**src/rtl/muldiv_sequencer.sv**
```systemverilog
`default_nettype none
// ============================================================================
//  Module   : muldiv_sequencer
//  Purpose  : RV32M multiply/divide controller. Runs an iterative shift-add
//             multiplier and a restoring divider one operation at a time,
//             stalls the pipeline until the result is ready, then pulses done
//             for one cycle with the 32-bit result.
//  Options  : MULDIV_FAST_MUL_EN - multiplies use one combinational 33x33
//             signed product (IDLE -> FIX -> DONE); divides stay iterative.
//  Revision : 1.0 - initial release
// ============================================================================
module muldiv_sequencer #(
  parameter int XLEN  = 32,
  parameter int CNT_W = 6
) (
  input  logic            clk,
  input  logic            rst,
  input  logic            start,
  input  logic [2:0]      funct3,
  input  logic [XLEN-1:0] op_a,
  input  logic [XLEN-1:0] op_b,
  input  logic            flush,
  output logic            busy,
  output logic            stall,
  output logic            done,
  output logic [XLEN-1:0] result
);

  typedef enum logic [1:0] {
    IDLE = 2'd0,
    CALC = 2'd1,
    FIX  = 2'd2,
    DONE = 2'd3
  } state_t;

  localparam logic [XLEN-1:0]  INT_MIN   = {1'b1, {(XLEN-1){1'b0}}};
  localparam logic [CNT_W-1:0] LAST_ITER = CNT_W'(XLEN-1);

  state_t            state_q, state_d;
  logic [CNT_W-1:0]  cnt_q;
  logic [2:0]        op_q;
  logic              neg_q;     // final result must be negated in FIX
  logic [XLEN-1:0]   opd_q;     // multiplicand (mul) or divisor (div)
  logic [XLEN-1:0]   hi_q;      // product high half / partial remainder
  logic [XLEN-1:0]   lo_q;      // multiplier shifting out / quotient shifting in
  logic [XLEN-1:0]   res_q;

  // Operand decode in IDLE: which operands are signed and their magnitudes
  logic            is_div, a_signed, b_signed, a_neg, b_neg;
  logic            div_zero, div_ovf, special, accept, neg_in;
  logic [XLEN-1:0] a_abs, b_abs, res_special;

  assign is_div   = funct3[2];
  assign a_signed = is_div ? ~funct3[0] : (funct3[1] ^ funct3[0]);
  assign b_signed = is_div ? ~funct3[0] : (funct3[1:0] == 2'b01);
  assign a_neg    = a_signed & op_a[XLEN-1];
  assign b_neg    = b_signed & op_b[XLEN-1];
  assign a_abs    = a_neg ? -op_a : op_a;
  assign b_abs    = b_neg ? -op_b : op_b;
  // Remainder follows the dividend; quotient and products follow sign(a)^sign(b)
  assign neg_in   = (is_div && funct3[1]) ? a_neg : (a_neg ^ b_neg);

  assign div_zero = is_div && (op_b == '0);
  assign div_ovf  = is_div && !funct3[0] && (op_a == INT_MIN) && (op_b == '1);
  assign special  = div_zero | div_ovf;
  assign accept   = (state_q == IDLE) && start && !flush;
  assign res_special = div_zero ? (funct3[1] ? op_a : '1)
                                : (funct3[1] ? '0   : INT_MIN);

  // One iteration of each algorithm, evaluated from the working registers
  logic [XLEN:0]     mul_sum, div_trial;
  logic [2*XLEN-1:0] prod_fix;
  logic [XLEN-1:0]   quo_fix, rem_fix, fix_val;

  assign mul_sum   = {1'b0, hi_q} + (lo_q[0] ? {1'b0, opd_q} : '0);
  assign div_trial = {hi_q, lo_q[XLEN-1]} - {1'b0, opd_q};
  assign prod_fix  = neg_q ? -{hi_q, lo_q} : {hi_q, lo_q};
  assign quo_fix   = neg_q ? -lo_q : lo_q;
  assign rem_fix   = neg_q ? -hi_q : hi_q;
  assign fix_val   = op_q[2] ? (op_q[1] ? rem_fix : quo_fix)
                             : ((op_q[1:0] == 2'b00) ? prod_fix[XLEN-1:0]
                                                     : prod_fix[2*XLEN-1:XLEN]);

`ifdef MULDIV_FAST_MUL_EN
  // Sign-extended operands give the exact signed/unsigned product in 2*XLEN bits
  logic [2*XLEN-1:0] fast_a, fast_b, fast_prod;
  assign fast_a    = {{XLEN{a_neg}}, op_a};
  assign fast_b    = {{XLEN{b_neg}}, op_b};
  assign fast_prod = fast_a * fast_b;
`endif

  // State register
  always_ff @(posedge clk or posedge rst) begin
    if (rst) state_q <= IDLE;
    else     state_q <= state_d;
  end

  // Next-state and handshake outputs
  always_comb begin
    state_d = state_q;
    busy    = (state_q != IDLE);
    done    = (state_q == DONE);
    result  = (state_q == DONE) ? res_q : '0;
    stall   = start && (state_q != DONE);
    case (state_q)
      IDLE: begin
        if (accept) begin
          if (special) state_d = DONE;
`ifdef MULDIV_FAST_MUL_EN
          else if (!is_div) state_d = FIX;
`endif
          else state_d = CALC;
        end
      end
      CALC: begin
        if (flush)                   state_d = IDLE;
        else if (cnt_q == LAST_ITER) state_d = FIX;
      end
      FIX:     state_d = flush ? IDLE : DONE;
      DONE:    state_d = IDLE;
      default: state_d = IDLE;
    endcase
  end

  // Datapath: operand latch, iteration, sign fix-up
  always_ff @(posedge clk or posedge rst) begin
    if (rst) begin
      cnt_q <= '0;
      op_q  <= '0;
      neg_q <= 1'b0;
      opd_q <= '0;
      hi_q  <= '0;
      lo_q  <= '0;
      res_q <= '0;
    end else begin
      case (state_q)
        IDLE: begin
          if (accept) begin
            op_q  <= funct3;
            neg_q <= neg_in;
            cnt_q <= '0;
            hi_q  <= '0;
            opd_q <= is_div ? b_abs : a_abs;
            lo_q  <= is_div ? a_abs : b_abs;
            if (special) res_q <= res_special;
`ifdef MULDIV_FAST_MUL_EN
            if (!is_div) begin
              neg_q <= 1'b0;
              hi_q  <= fast_prod[2*XLEN-1:XLEN];
              lo_q  <= fast_prod[XLEN-1:0];
            end
`endif
          end
        end
        CALC: begin
          cnt_q <= cnt_q + 1'b1;
          if (!op_q[2]) begin
            {hi_q, lo_q} <= {mul_sum, lo_q[XLEN-1:1]};
          end else if (!div_trial[XLEN]) begin
            hi_q <= div_trial[XLEN-1:0];
            lo_q <= {lo_q[XLEN-2:0], 1'b1};
          end else begin
            hi_q <= {hi_q[XLEN-2:0], lo_q[XLEN-1]};
            lo_q <= {lo_q[XLEN-2:0], 1'b0};
          end
        end
        FIX:     res_q <= fix_val;
        default: ;
      endcase
    end
  end

endmodule
`default_nettype wire

```
**config.mk**
```make
export PLATFORM = sky130hd
export DESIGN_NAME = muldiv_sequencer
export DESIGN_NICKNAME = d
export VERILOG_FILES = /design/src/rtl/muldiv_sequencer.sv
export SDC_FILE = /design/constraint.sdc
export NUM_CORES = 1
export LEC_CHECK = 0
export CORE_ASPECT_RATIO = 0.8
export CORE_UTILIZATION = 50
export DETAILED_ROUTE_END_ITERATION = 10
export GPL_TIMING_DRIVEN = 0
export MAX_ROUTING_LAYER = met4
export PLACE_DENSITY = 0.8
export REMOVE_ABC_BUFFERS = 1
export SETUP_SLACK_MARGIN = 0.5
export SYNTH_ARGS = -nofsm -noshare
export SYNTH_HDL_FRONTEND = slang
export SYNTH_SLANG_ARGS = --single-unit
```
**constraint.sdc**
```tcl
create_clock -name clk -period 10.6 [get_ports clk]
set_input_delay 2.65 -clock clk [delete_from_list [all_inputs] [get_ports clk]]
set_output_delay 2.65 -clock clk [all_outputs]
set_load 0.05 [all_outputs]
```
# Word-level counts from Yosys, hierarchy flattened
# Index checks and enable logic that the tools add are counted.
dict set report totals {
  register_bits 140
  latchBits 0
  ramBits 0
  mem_bits_ro 0
  memories 0
}
dict set report classes {
  n_addsub 8
  multipliers 0
  n_div 0
  magnitude_cmp 0
  eq_ne 11
  n_shift 0
  mux 37
  n_bitwise 6
  reduce_logical 20
}
# op n
set op_table {}
lappend op_table {{two-way mux 32 bit} 21}
lappend op_table {{one-hot mux 32 bit (2 select lines)} 3}
lappend op_table {{negation 32 bit} 4}
lappend op_table {{== test 32 bit (second input constant)} 2}
lappend op_table {{two-way mux 64 bit} 1}
lappend op_table {{negation 64 bit} 1}
lappend op_table {{adder 32 x 32 -> 33 bit} 1}
lappend op_table {{subtractor 33 x 32 -> 33 bit} 1}
lappend op_table {{zero test 32 bit} 1}
lappend op_table {{one-hot mux 6 bit (2 select lines)} 1}
lappend op_table {{two-way mux 2 bit} 5}
lappend op_table {{logical AND 1 bit} 8}
lappend op_table {{one-hot mux 2 bit (4 select lines)} 1}
lappend op_table {{adder 6 x 1 -> 6 bit (second input constant)} 1}
lappend op_table {{== test 6 x 5 -> 1 bit (second input constant)} 1}
lappend op_table {{two-way mux 6 bit} 1}
lappend op_table {{inequality test 2 bit (second input constant)} 3}
lappend op_table {{AND reduction 2 bit} 3}
lappend op_table {{nonzero test 2 bit} 3}
lappend op_table {{== test 2 x 1 -> 1 bit (second input constant)} 2}
lappend op_table {{== test 2 bit (second input constant)} 2}
lappend op_table {{zero test 2 bit} 2}
lappend op_table {{two-way mux 1 bit} 4}
lappend op_table {{inequality test 3 bit (second input constant)} 1}
lappend op_table {{6 further kinds} 9}

# Longest topological paths before layout
# Gate-level depths: netlist of the first run.
dict set report depth {
  depth_word 8
  depth_mapped 15
}

# Worst setup path before layout of the first run
# Ideal clock, no wire load.
dict set report synth_path {
  kind {input to output}
  from {input port start}
  to {output port stall}
  t_arrival_ns 3.357
  path_slack_ns 4.593
  path_stages 1
  path_buffers 0
  cell_sequence {nor2b_1}
}
dict set report synth_between {
  elab_chain_cells 1
}
# element line
set synth_lines {}
lappend synth_lines {{start, declared} 18} ;# input logic start,
lappend synth_lines {{logical AND 1 bit} 104} ;# stall = start && (state_q != DONE);
lappend synth_lines {{end, declared} 24} ;# output logic stall,
# No other way between the ends.

# Worst setup path after layout of the first run
dict set report layout_path {
  from {input port op_b[2]}
  to {register res_q[30]}
}
dict set report layout_between {
  elab_chain_cells 6
  word_cells_on_any_way 11
}
# element line
set layout_lines {}
lappend layout_lines {{start, declared} 21} ;# input logic [XLEN-1:0] op_b,
lappend layout_lines {{zero test 32 bit} 63} ;# assign div_zero = is_div && (op_b == '0);
lappend layout_lines {{logical AND 1 bit} 63}
lappend layout_lines {{two-way mux 32 bit} 67} ;# assign res_special = div_zero ? (funct3[1] ? op_a : '1)
lappend layout_lines {{two-way mux 32 bit} 145} ;# if (special) res_q <= res_special;
lappend layout_lines {{two-way mux 32 bit} 138} ;# if (accept) begin
lappend layout_lines {{one-hot mux 32 bit (2 select lines)} 136} ;# case (state_q)
lappend layout_lines {{end signal, assigned} 145}
lappend layout_lines {{end signal, assigned} 167} ;# FIX: res_q <= fix_val;
lappend layout_lines {{end, declared} 46} ;# logic [XLEN-1:0] res_q;
# Parallel ways exist; a longest one is shown, timed or not. The select of a mux whose other input is x is not followed.
# A chain may end at the register's enable or synchronous reset.

==> results of run 1 <==
-- stage by stage --
stage | hold slack, ps | setup slack, ps | cells
after floorplan | 449.8 | 2346 | 1843
after global placement | 466.1 | -4119 | 2325
after detailed placement | 473.8 | 3183 | 2338
after CTS | 488.1 | 3628 | 2370
after global routing | 510.0 | 3111 | 2370
final | 482.1 | 3167 | 2370
-- cells by family after synthesis --
logic type / Yosys count / synth area share (%)
flip-flops: 140 / 23.31
adder cells (fa/ha/maj): 73 / 6.176
buffers and inverters: 221 / 5.710
AO/OA/AOI/OAI: 668 / 28.63
AND/OR/NAND/NOR: 633 / 20.69
XOR/XNOR: 192 / 11.19
multiplexers: 64 / 4.295
-- flip-flops by register name, summed over array words and instances (netlist names) --
register,flops
opd_q,32
hi_q,32
state_q,2
cnt_q,6
res_q,32
neg_q,1
lo_q,32
op_q,3
-- per-layer routing --
| metal | wire length, µm | GRT usage [%] |
|---|---|---|
| met3 | 6167 | 8.271 |
| met2 | 23320 | 51.11 |
| met4 | 1542 | 11.46 |
| met1 | 23190 | 49.30 |
| met5 | 0 | - |
-- critical path, delay by kind of cell --
kind	cells	cell delay, ps
AND/OR/NAND/NOR	6	4010
AO/OA/AOI/OAI	3	600
buffers and inverters	1	490
-- how the worst max path moves through the flow --
stage,start,end,slack [ps]
floorplan,flush,res_q[30]$_DFFE_PP0P_,2350
finish,op_b[2],res_q[30]$_DFFE_PP0P_,3170
detailed placement,op_b[2],res_q[30]$_DFFE_PP0P_,3180
global placement,start,lo_q[21]$_DFFE_PP0P_,-4120
global route,funct3[2],res_q[30]$_DFFE_PP0P_,3110
CTS,op_b[2],res_q[30]$_DFFE_PP0P_,3630
-- final cells by class --
class                   count  share of cell area [%]
clock buffers              22                   2.918
clock inverters            10                   1.086
multi-input cells        1630                   63.29
flip-flops and latches    140                   20.70
inverters                  73                   1.648
repair buffers            118                   7.573
well taps                 377                   2.785
-- layout by cell type (no fill, tap or decap), drive strengths merged, types with 45 or more instances in the layout --
cell / Yosys / routed
nand2: 192 / 192
o21ai: 178 / 178
xnor2: 106 / 106
dfrtp: 140 / 140
mux2i: 60 / 60
ha: 71 / 71
inv: 73 / 73
a21oi: 154 / 154
a211oi: 54 / 54
clkdlybuf4s50: 0 / 104
nor2: 175 / 175
and3: 45 / 45
xor2: 86 / 86
-- where the power goes --
group | switching [mW] | internal, mW | total, mW
Combinational | 1.40 | 0.980 | 2.38
Clock | 0.256 | 0.449 | 0.705
Sequential | 0.304 | 0.655 | 0.958
==> results by stage, run 1 <==
Outcome:
- The run finished with clean final reports.

Power:
- The overall power after layout is 4.045 mW.
- The maximum resistive drop on vdd is 0.1793 mV.
- Power spread over the standard cell area amounts to 238.9 mW/mm².
- For this design the static power due to leakage is 6.832 nW.

Drt:
- The per-cell routed wire length is 22.88 µm.
- The detailed router finished its first iteration with 2132 violations.
- The residual DRC count is 0.
- The routed design has 54220 µm of wire.
- In the routed layout, each cell is associated on average with a via count of 6.816.
- The count of nets left with antenna violations once routing finished came out at 0.
- The detailed-routing iteration count for the pre-antenna-repair pass is 7.
- The routed layout has 16153 vias.

Place:
- Detailed placement finished with a half-perimeter wire length of 40890 µm.
- The weighted congestion reported at the end of routability-driven placement is 1.013.
- After detailed placement, the total cell area comes to 0.01625 mm².
- The total of buffers placed on input and output ports is 105.

Worst hold path:
- The worst hold path cell count is 2.
- In this run the most critical hold path is launched from opd_q[18]$_DFFE_PP0P_.
- The worst hold path terminates at opd_q[18]$_DFFE_PP0P_.
- The min-delay analysis places its worst path in the category flop to flop.

Setup path:
- STA classifies the critical path endpoint as a flop.
- The startpoint identified for the worst register-to-register timing path is lo_q[0]$_DFFE_PP0P_.
- The flop-to-flop setup slack is 6030 ps.
- The cell type of the slowest stage on the worst timing path is sky130_fd_sc_hd__nor4_1.
- Traced cell by cell, the critical path runs through clkdlybuf4s50_1 -> or3_1 -> or3b_1 -> nor4_1 -> and3_1 -> o21bai_1 -> nand2_1 -> nand2_1 -> o211ai_1 -> o21a_1.
- The delay of the slowest critical-path stage is 850 ps.
- By startpoint and endpoint, the worst setup path is classified as primary input to flop.
- Along the worst path, the maximum fanout reaches 23.
- The data required time of the worst path is 10930 ps.
- The kind of start point of the critical path is a primary input.
- Measured in cells, the most critical reg-to-reg path has a length of 11.
- The dominant cell type by count on the critical path is sky130_fd_sc_hd__nand2_1.
- Data arrives at the worst endpoint at 7770 ps.
- The endpoint identified for the worst register-to-register timing path is res_q[30]$_DFFE_PP0P_.

Floorplan:
- The die covers 0.03077 mm².
- The floorplan step set the die height to 157.1 µm.
- Pin placement for this block handled 106 I/O pins.
- The initial standard-cell utilization of the core is 51.08%.
- The horizontal extent of the die is 195.9 µm.
- The total number of placement rows is 56.
- The area of the core region is 0.02943 mm².

Yosys:
- The number of distinct library cells after synthesis is 81.
- Yosys mapped a number of flops with a built-in enable equal to 0.
- After technology mapping, the gate count stands at 1991.
- Of all cell types, the one taking the most synthesized area is sky130_fd_sc_hd__dfrtp_1.
- For this run, asynchronously set or reset flops after synthesis account for 100.0%.
- The flip-flop and latch count after synthesis is 140.
- For this run, the number of Yosys warnings is 0.
- The mapped netlist covers 0.01503 mm².
- In the post-synthesis netlist, the cell with the most instances is sky130_fd_sc_hd__nand2_1.
- The per-instance average area after synthesis is 7.550 µm².
- By area the synthesized netlist is led by sky130_fd_sc_hd__dfrtp_1, sky130_fd_sc_hd__xnor2_1, sky130_fd_sc_hd__ha_1, sky130_fd_sc_hd__a21oi_1, sky130_fd_sc_hd__xor2_1.
- The share of synthesized area in the top cell type comes to 23.31%.
- By count the netlist is led by sky130_fd_sc_hd__nand2_1, sky130_fd_sc_hd__nor2_1, sky130_fd_sc_hd__a21oi_1, sky130_fd_sc_hd__o21ai_0, sky130_fd_sc_hd__dfrtp_1.
- Sequential elements use 23.31% of the synthesized area.
- Among all flip-flop cells after synthesis, the most frequent one is sky130_fd_sc_hd__dfrtp_1.

Final layout:
- Registers take 0.003506 mm².
- The utilization after layout is 57.55%.
- Summing all multi-input logic gate instances after layout gives 0.01072 mm².
- Of the cells placed in the final design, the portion with a size suffix greater than 1 is 4.064%.
- The final instance area is 0.01694 mm².
- The area growth from synthesis to layout is 12.66%.
- The number of antenna cells inserted is 0.
- The number of nets in the final layout is 2124.
- The layout has 2745 filler cells.

GRT:
- The largest net degree at the start of global routing is 99.
- The via count of the first global-routing pass is 14587.
- The total global routing overflow is 0.
- The first-pass GRT wire length is 82660 µm.
- Global routing used 35.66% of the available tracks across all layers.
- The number of antenna violations at the first check in global routing is 0.

Clocking:
- The CTS H-tree depth is 4.
- The cell sitting at the root of the clock tree is a sky130_fd_sc_hd__clkbuf_16.
- In this run, post-CTS repair resized a total of 0 instances.
- The number of setup buffers added after CTS is 0.
- The number of buffers inserted by hold repair at cts is 0.
- The later pin in the worst-skew pair is clocked with a latency of 450 ps.
- The clock input transition at the sequential cells of the worst setup and hold paths is 70 ps.
- The maximum number of buffers from clock root to sink is 2.
- The CTS tree is built.
- The number of clock buffers inserted by TritonCTS is 17.
- Counting every sink on the clock net gives 140.

Timing:
- For the final routed database, the setup TNS stands at 0 ps.
- The final-report setup violation count is 0.
- The actual slew at the worst max-slew pin is 1398 ps.
- In this run the tightest slew margin relative to its limit is 6.470%.
- The post-route clock period utilization is 70.13%.
- The achievable frequency is 134.5 MHz.
- The final count of hold timing violations is 0.
- Setup repair after global routing left no endpoint under its margin.
- The number of pins with negative max-slew slack in the final report came to 0.
- Clock skew on the completed layout was measured at 17.98 ps.
- For the finished layout, the period the worst path requires is 7433 ps.

Flow run:
- Across the run, the number of max-cap violations was 0.
Note: power is estimated with default switching activity, not from simulation.
==> run 2: changes to the inputs <==
--- a/config.mk
+++ b/config.mk
@@ -10,7 +10,7 @@
 export DETAILED_ROUTE_END_ITERATION = 10
 export GPL_TIMING_DRIVEN = 0
 export MAX_ROUTING_LAYER = met4
-export PLACE_DENSITY = 0.8
+export PLACE_DENSITY = 0.82
 export REMOVE_ABC_BUFFERS = 1
 export SETUP_SLACK_MARGIN = 0.5
 export SYNTH_ARGS = -nofsm -noshare
==> constraint.sdc (replaced) <==
create_clock -name clk -period 6.5 [get_ports clk]
set_input_delay 1.625 -clock clk [delete_from_list [all_inputs] [get_ports clk]]
set_output_delay 1.625 -clock clk [all_outputs]
set_load 0.05 [all_outputs]
==> run 2 against run 1 <==
  * Clock skew down 5.1 ps
  * Register-to-register slack worse by 4200 ps
  * Critical path depth unchanged
  * Critical path type unchanged
  * Largest power group unchanged
==> results by stage, run 2 (synthesis gave the netlist of run 1 again) <==
GRT:
- The routing usage on met2 was 51.26% (+0.15 points).
- The layer flagged by global routing as most heavily used is met2.
- The via count of the first global-routing pass is 14759 (+1.2%).
- The met1 capacity usage during global routing came to 48.93% (-0.36 points).
- The met3 layer usage reported by global route was 7.907% (-0.36 points).
- The total routing resource utilization after global routing was 35.68% (about the same).
- The number of antenna violations at the first check in global routing is 1 (+1).
- The total global routing overflow was 0 (unchanged).
- The largest net degree at the start of global routing is 99 (unchanged).
- The first-pass GRT wire length is 82630 µm (about the same).

Final layout:
- The proportion of layout cells with a drive suffix above 1 came to 4.213% (+0.15 points).
- The most common library cell in the layout ignoring fill and taps is sky130_fd_sc_hd__nand2_1.
- The area growth from synthesis to layout is 12.39%.
- The number of nets in the final layout is 2125 (+0.047%).
- In the layout the commonest cells are sky130_fd_sc_hd__nand2_1, sky130_fd_sc_hd__nor2_1, sky130_fd_sc_hd__a21oi_1, sky130_fd_sc_hd__o21ai_0, sky130_fd_sc_hd__dfrtp_1.
- The number of antenna cells inserted was 0 (unchanged).

Floorplan:
- The area enclosed by the die boundary is 0.03077 mm² (unchanged).
- The area of the core region is 0.02943 mm² (unchanged).
- The initial standard-cell utilization of the core is 51.08% (unchanged).
- The horizontal extent of the die is 195.9 µm (unchanged).
- The number of placed I/O pins is 106 (unchanged).
- The total number of placement rows is 56 (unchanged).
- The die outline height is 157.1 µm (unchanged).

Clocking:
- The CTS H-tree depth was 4 (unchanged).
- The count of clock tree sinks came to 140 (unchanged).
- The root cell of the clock tree is sky130_fd_sc_hd__clkbuf_16.
- The clock input transition at the sequential cells of the worst setup and hold paths was 70 ps (about the same).
- The maximum number of buffers from clock root to sink is 2 (unchanged).
- The clock latency reported for the late side of the worst-skew pair is 460 ps (about the same).
- The number of buffers inserted by hold repair at cts came to 0 (unchanged).
- The number of clock buffers inserted by TritonCTS is 17 (unchanged).
- TritonCTS built the clock tree.

Drt:
- The residual DRC count is 0 (unchanged).
- The per-cell routed wire length is 22.81 µm (-0.28%).
- The total via count in the routed design is 16108 (-0.28%).
- The number of violations reported at the end of detailed-routing iteration 0 is 2050 (-3.8%).
- The detailed-routing iteration count for the pre-antenna-repair pass is 8 (+1).
- The number of vias per cell after detailed routing is 6.794 (-0.32%).
- The antenna violation net count after detailed routing was 0 (unchanged).
- The wire length reported by the detailed router is 54090 µm (-0.24%).

Timing:
- Static timing analysis puts the maximum clock frequency at 171.3 MHz.
- The final setup TNS is 0 ps (unchanged).
- The final-report setup violation count is 0 (unchanged).
- The minimum clock period is 5839 ps.
- The clock tree skew after final layout is 12.87 ps (-5.109 ps).
- The worst path uses 89.82% of the clock period.
- The actual slew at the worst max-slew pin is 1373 ps (-25.22 ps).
- The relative max-transition margin is 8.157% (+1.7 points).
- The number of pins with negative max-slew slack in the final report was 0 (unchanged).
- The final count of hold timing violations is 0 (unchanged).
- Setup repair after global routing left no endpoint under its margin.
- The worst-case hold slack is 485.5 ps (+3.436 ps).

Place:
- The total of buffers placed on input and output ports is 105 (unchanged).
- The estimated wirelength of the detail-placed design was 40730 µm (-0.38%).
- The weighted congestion reported at the end of routability-driven placement is 1.012 (about the same).

Power:
- The switching power as a share of total power was 49.48% (+1.0 points).
- The maximum resistive drop on vdd is 0.2284 mV (+27%).
- The combinational share of power is 59.4% (+0.5 points).
- The overall power after layout is 6.493 mW (+61%).
- The net switching component of the power is 3.213 mW (+64%).
- The relative contribution of the clock network to total power was 16.4% (-1.0 points).
- The sequential share of power came to 24.2% (+0.5 points).
- The leakage power figure came to 6.806 nW (-0.39%).
- The internal power of the cells is 3.280 mW (+57%).
- The total power divided by cell area came to 384.3 mW/mm² (+61%).

Setup path:
- The worst setup path is launched from a primary input.
- The data required time of the worst path is 6840 ps (-4090 ps).
- The critical path data arrival time is 6180 ps (-1590 ps).
- The delay of the slowest critical-path stage is 860 ps (about the same).
- The cell type of the slowest stage on the worst timing path is sky130_fd_sc_hd__nor4_1.
- The type of the worst setup path is primary input to flop.
- The dominant cell type by count on the critical path is sky130_fd_sc_hd__nand2_2.
- The critical path goes through clkdlybuf4s50_1 -> or3_1 -> or3b_1 -> nor4_1 -> and3_1 -> o21bai_1 -> nand2_2 -> nand2_2 -> o211ai_1 -> o21a_1.
- STA classifies the critical path endpoint as a flop.
- The top fanout value on the critical path is 23 (unchanged).

Worst hold path:
- The path type of the worst min-delay path is flop to flop.

Outcome:
- The run finished with clean final reports.

Flow run:
- The number of maximum-capacitance constraint violations is 0 (unchanged).
run 2: worst paths after layout:
| kind | start | to | slack [ps] | cells past startpoint |
|---|---|---|---|---|
| worst min-delay path | opd_q[8]$_DFFE_PP0P_ | opd_q[8]$_DFFE_PP0P_ | 490 | 2 |
| min in group asynchronous | rst | res_q[15]$_DFFE_PP0P_ | 1720 | 2 |
| max in group asynchronous | rst | opd_q[25]$_DFFE_PP0P_ | 3980 | 3 |
| worst max-delay path | op_b[2] | res_q[30]$_DFFE_PP0P_ | 660 | 10 |
| worst max register to register | lo_q[0]$_DFFE_PP0P_ | res_q[30]$_DFFE_PP0P_ | 1830 | 11 |
| worst min register to register | opd_q[8]$_DFFE_PP0P_ | opd_q[8]$_DFFE_PP0P_ | 490 | 2 |
run 2: area by class of cell:
type                            instances  area (µm²)
Multi-Input combinational cell       1630       10720
Clock buffer                           18       439.2
Inverter                               73       279.0
Tap cell                              377       471.7
Clock inverter                         14       171.4
Fill cell                            2705       12530
Timing Repair Buffer                  119        1305
Sequential cell                       140        3506
run 2: layer usage:
| metal | wire length [µm] | share of wire, % |
|---|---|---|
| met5 | 0 | 0 |
| met4 | 1961 | 3.6 |
| met1 | 23350 | 43 |
| met3 | 5960 | 11 |
| met2 | 22820 | 42 |
run 2: per-stage QoR:
stage          cells  util, %  cell area [µm²]  setup slack (ps)
2_1_floorplan   1843        -            14450            -728.8
4_1_cts         2371    57.38            16880             514.0
6_report        2371    57.41            16900             661.4
5_1_grt         2371    57.41            16900             754.9
3_3_place_gp    2325    54.27            15970             -7299
3_5_place_dp    2339    55.30            16270             61.44
run 2: power groups by stage:
stage / sequential (mW) / combinational (mW) / clock [mW]
after floorplan: 1.41 / 2.83 / 0
after global placement: 1.58 / 3.63 / 0
after detailed placement: 1.56 / 3.75 / 0
after CTS: 1.55 / 3.78 / 1.06
after global routing: 1.60 / 4.20 / 1.10
final: 1.57 / 3.86 / 1.06
run 2: timing repair:
item                       4_1_cts  5_1_grt
setup buffers                    0        0
gates resized for setup          0        2
setup endpoints to repair        0        8
run 2: critical path, delay by kind of cell:
kind	cells	cell delay, ps
and+or+nand+nor	6	3470
AOI/OAI and AO/OA	3	580
buffers and inverters	1	500
==> run 3: changes to the inputs <==
--- a/config.mk
+++ b/config.mk
@@ -5,12 +5,13 @@
 export SDC_FILE = /design/constraint.sdc
 export NUM_CORES = 1
 export LEC_CHECK = 0
+export ABC_AREA = 1
 export CORE_ASPECT_RATIO = 0.8
 export CORE_UTILIZATION = 50
 export DETAILED_ROUTE_END_ITERATION = 10
 export GPL_TIMING_DRIVEN = 0
 export MAX_ROUTING_LAYER = met4
-export PLACE_DENSITY = 0.82
+export PLACE_DENSITY = 0.81
 export REMOVE_ABC_BUFFERS = 1
 export SETUP_SLACK_MARGIN = 0.5
 export SYNTH_ARGS = -nofsm -noshare
==> run 3 against run 2 <==
  * Non-clock buffer count shrank 3
  * Register-to-register slack better by 250 ps
  * Cell count rose by 61%
  * Design area grew 20%
  * Total power grew 87%
  * Combinational power rose by 130%
  * Count of clock-buffer cells in the layout is 2 higher
  * Sequential share of layout area fell by 3.4 points
  * Largest power group unchanged
  * Critical path depth grew 2
  * Global-route usage is 8.4 points higher
==> results by stage, run 3 <==
Outcome:
- The flow ran to the end, and the final reports show no timing, DRC or antenna violations.

Timing:
- The worst-case hold slack is 487.4 ps (+1.862 ps).
- The relative max-transition margin is 10.86% (+2.7 points).
- Setup repair after global routing left no endpoint under its margin.
- The worst-case setup margin in the final layout was 972.6 ps (+311.2 ps).
- The achievable frequency came to 180.9 MHz (+5.6%).
- The post-route clock period utilization came to 85.04% (-4.8 points).
- The final setup TNS came to 0 ps (unchanged).
- The final-report setup violation count is 0 (unchanged).
- The number of pins with negative max-slew slack in the final report came to 0 (unchanged).
- The minimum clock period came to 5527 ps (-311.2 ps).
- The actual slew at the worst max-slew pin is 1336 ps (-36.93 ps).
- The final count of hold timing violations was 0 (unchanged).
- The clock tree skew after final layout is 12.24 ps (-0.6246 ps).

Clocking:
- The CTS tree is built.
- The count of clock tree sinks came to 140 (unchanged).
- The CTS H-tree depth is 4 (unchanged).
- The clock latency reported for the late side of the worst-skew pair was 470 ps (about the same).
- The number of clock buffers inserted by TritonCTS is 17 (unchanged).
- The number of buffers inserted by hold repair at cts is 0 (unchanged).
- The maximum number of buffers from clock root to sink was 2 (unchanged).
- The clock input transition at the sequential cells of the worst setup and hold paths came to 70 ps (about the same).
- In this run the clock root is driven by a sky130_fd_sc_hd__clkbuf_16.

Power:
- The overall power after layout was 12.16 mW (+87%).
- The total power divided by cell area was 599.8 mW/mm² (+56%).
- The leakage power figure came to 10.43 nW (+53%).
- The maximum resistive drop on vdd was 0.4046 mV (+77%).

Final layout:
- The proportion of layout cells with a drive suffix above 1 came to 3.607% (-0.61 points).
- The number of filler instances in the final layout is 3786 (+40%).
- The top cell types in the final layout, fill and taps aside, are sky130_fd_sc_hd__nand2_1, sky130_fd_sc_hd__inv_1, sky130_fd_sc_hd__nor2_1, sky130_fd_sc_hd__nand3_1, sky130_fd_sc_hd__a21oi_1.
- The number of antenna cells inserted is 0 (unchanged).
- The final instance area is 0.02027 mm² (+20%).
- The most common library cell in the layout ignoring fill and taps is sky130_fd_sc_hd__nand2_1.
- The multi-input combinational cell area is 0.01250 mm² (+17%).
- The number of nets in the final layout was 3458 (+63%).
- The register cell area after layout was 0.003513 mm² (+0.21%).
- The area growth from synthesis to layout is 11.21%.

Floorplan:
- The area enclosed by the die boundary is 0.03722 mm² (+21%).
- The area of the core region was 0.03592 mm² (+22%).
- The die outline height is 172.8 µm (+10%).
- The total number of placement rows was 62 (+11%).
- The horizontal extent of the die is 215.5 µm (+10%).
- The initial standard-cell utilization of the core is 50.74% (-0.34 points).
- The number of placed I/O pins came to 106 (unchanged).

Yosys:
- The fraction of post-synthesis cell area in the top cell type by area is 21.21% (-2.1 points).
- The flip-flop and latch count after synthesis is 140 (unchanged).
- The number of flops mapped to enable cells by yosys came to 0 (unchanged).
- The cell type with the highest aggregate area in the netlist is sky130_fd_sc_hd__nand2_1.
- The synthesized netlist cell count is 3305 (+66%).
- By count the netlist is led by sky130_fd_sc_hd__nand2_1, sky130_fd_sc_hd__inv_1, sky130_fd_sc_hd__nor2_1, sky130_fd_sc_hd__nand3_1, sky130_fd_sc_hd__a21oi_1.
- The number of distinct library cells after synthesis is 50 (-38%).
- The mapped cell area is 0.01822 mm² (+21%).
- The number of warning messages in the yosys log was 0 (unchanged).
- By area the synthesized netlist is led by sky130_fd_sc_hd__nand2_1, sky130_fd_sc_hd__dfrtp_1, sky130_fd_sc_hd__nand3_1, sky130_fd_sc_hd__inv_1, sky130_fd_sc_hd__nor2_1.
- The most used standard cell by instance count after synthesis is sky130_fd_sc_hd__nand2_1.
- The top flip-flop cell by instance count after synthesis is sky130_fd_sc_hd__dfrtp_1.
- The sequential fraction of the synthesis area was 19.22% (-4.1 points).
- The share of async-settable or async-resettable flops after synthesis is 100.0% (unchanged).
- The per-instance average area after synthesis came to 5.514 µm² (-27%).

Setup path:
- STA classifies the critical path startpoint as a primary input.
- The worst setup path is of the primary input to flop kind.
- The gate family responsible for the most delay along the worst path is buffers and inverters.
- Among all stages on the critical path, the largest delay is contributed by sky130_fd_sc_hd__dlymetal6s2s_1.
- The critical path goes through dlymetal6s2s_1 -> inv_1 -> ha_1 -> inv_1 -> nor2_1 -> nor2_1 -> nand2_1 -> clkinv_2 -> nand3_1 -> a21oi_1 -> o21ai_0 -> o21ai_0.
- The delay of the slowest critical-path stage came to 920 ps (+60 ps).
- The flop-to-flop setup slack was 2080 ps (+250 ps).
- The critical path data arrival time is 5840 ps (-340 ps).
- The worst reg2reg path endpoint is opd_q[21]$_DFFE_PP0P_.
- The worst setup path is captured at a flop.
- The count of buffer and inverter cells on the critical path came to 4 (+3).
- The number of cells traversed by the worst register-to-register path is 7 (-4).
- The data required time of the worst path is 6810 ps (-30 ps).
- The worst flop-to-flop path startpoint is state_q[0]$_DFFE_PP0P_.
- The top fanout value on the critical path is 34 (+48%).

Worst hold path:
- The hold path endpoint is res_q[1]$_DFFE_PP0P_.
- The worst hold path cell count is 2 (unchanged).
- In this run the worst hold path is classified as flop to flop.
- The origin of the worst min-delay path is res_q[1]$_DFFE_PP0P_.

Place:
- The estimated wirelength of the detail-placed design is 63400 µm (+56%).
- The weighted congestion reported at the end of routability-driven placement is 1.111 (+9.8%).
- The worst-case setup slack after placement is -54.80 ps (-116.2 ps).
- The total of buffers placed on input and output ports is 105 (unchanged).
- The post-place instance area is 0.01958 mm² (+20%).

Drt:
- The detailed-routing iteration count for the pre-antenna-repair pass is 8 (unchanged).
- The number of violations reported at the end of detailed-routing iteration 0 was 3507 (+71%).
- The number of vias per cell after detailed routing was 5.888 (-13%).
- The wire length reported by the detailed router is 80070 µm (+48%).
- The per-cell routed wire length is 21.03 µm (-7.8%).
- The antenna violation net count after detailed routing is 0 (unchanged).
- The residual DRC count is 0 (unchanged).
- The total via count in the routed design is 22417 (+39%).

GRT:
- The first-pass GRT wire length was 120700 µm (+46%).
- The met3 layer usage reported by global route is 11.10% (+3.2 points).
- The total global routing overflow is 0 (unchanged).
- The routing usage on met2 is 56.73% (+5.5 points).
- The via count of the first global-routing pass is 19598 (+33%).
- The total routing resource utilization after global routing is 44.03% (+8.4 points).
- The met1 capacity usage during global routing is 66.08% (+17 points).
- The number of antenna violations at the first check in global routing was 0 (-1).
- The largest net degree at the start of global routing is 93 (-6.1%).
- In this run the most used layer during global routing was met1.

Flow run:
- The number of maximum-capacitance constraint violations is 0 (unchanged).
[run 3: cell families after synthesis]
| kind of cell | count (synthesis) | share of synthesized area (%) |
|---|---|---|
| compound gates | 498 | 15.39 |
| xor+xnor | 73 | 3.508 |
| fa+ha+maj | 73 | 5.094 |
| buf+inv | 575 | 12.41 |
| flops | 140 | 19.22 |
| simple gates | 1946 | 44.38 |
[run 3: stage by stage]
stage / std cells / utilization, %
5_1_grt: 3807 / 56.43
2_1_floorplan: 3179 / -
6_report: 3807 / 56.43
3_3_place_gp: 3764 / 53.75
4_1_cts: 3806 / 56.36
3_5_place_dp: 3774 / 54.51
[run 3: layout make-up]
cell class / instances / area share (%)
inverter: 449 / 8.383
clock buffer: 20 / 2.253
timing repair buffer: 116 / 6.383
sequential: 140 / 17.33
multi-input combinational: 2590 / 61.66
clock inverter: 12 / 1.025
tap: 480 / 2.963
[run 3: power by group]
part	switching [mW]	internal [mW]	total [mW]
Sequential	0.943	1.31	2.25
Combinational	5.99	2.74	8.73
Clock	0.469	0.708	1.18
Total	7.40	4.75	12.2
[run 3: layer usage]
metal | part of all wire [%] | up-vias | routed length (µm)
met3 | 14 | 126 | 11270
met2 | 38 | 1389 | 30390
met4 | 2.9 | 0 | 2350
met1 | 45 | 10270 | 36050
met5 | 0 | - | 0
li1 | - | 10632 | -
[run 3: worst register-to-register path, stage by stage, from the launching register on]
cell	delay (ps)
sky130_fd_sc_hd__dfrtp_1	440
sky130_fd_sc_hd__nor2_1	140
sky130_fd_sc_hd__inv_1	130
sky130_fd_sc_hd__nor3_4	610
sky130_fd_sc_hd__clkinv_1	830
sky130_fd_sc_hd__nor2_2	1100
sky130_fd_sc_hd__inv_1	590
sky130_fd_sc_hd__o221ai_1	470
[run 3: timing repair]
item	4_1_cts	5_1_grt
endpoints found under the setup margin	2	5
pin swaps	0	0
resized for setup	1	1
buffers inserted	0	0
[run 3: worst max-delay path by stage]
stage / startpoint / end / slack, ps / cells past startpoint
detailed placement: funct3[1] / opd_q[17]$_DFFE_PP0P_ / -50 / 12
CTS: funct3[1] / opd_q[17]$_DFFE_PP0P_ / 860 / 12
global route: funct3[1] / lo_q[7]$_DFFE_PP0P_ / 810 / 14
finish: funct3[1] / opd_q[17]$_DFFE_PP0P_ / 970 / 12
global placement: start / lo_q[30]$_DFFE_PP0P_ / -1750 / 8
floorplan: rst / cnt_q[0]$_DFFE_PP0P_ / 1120 / 1
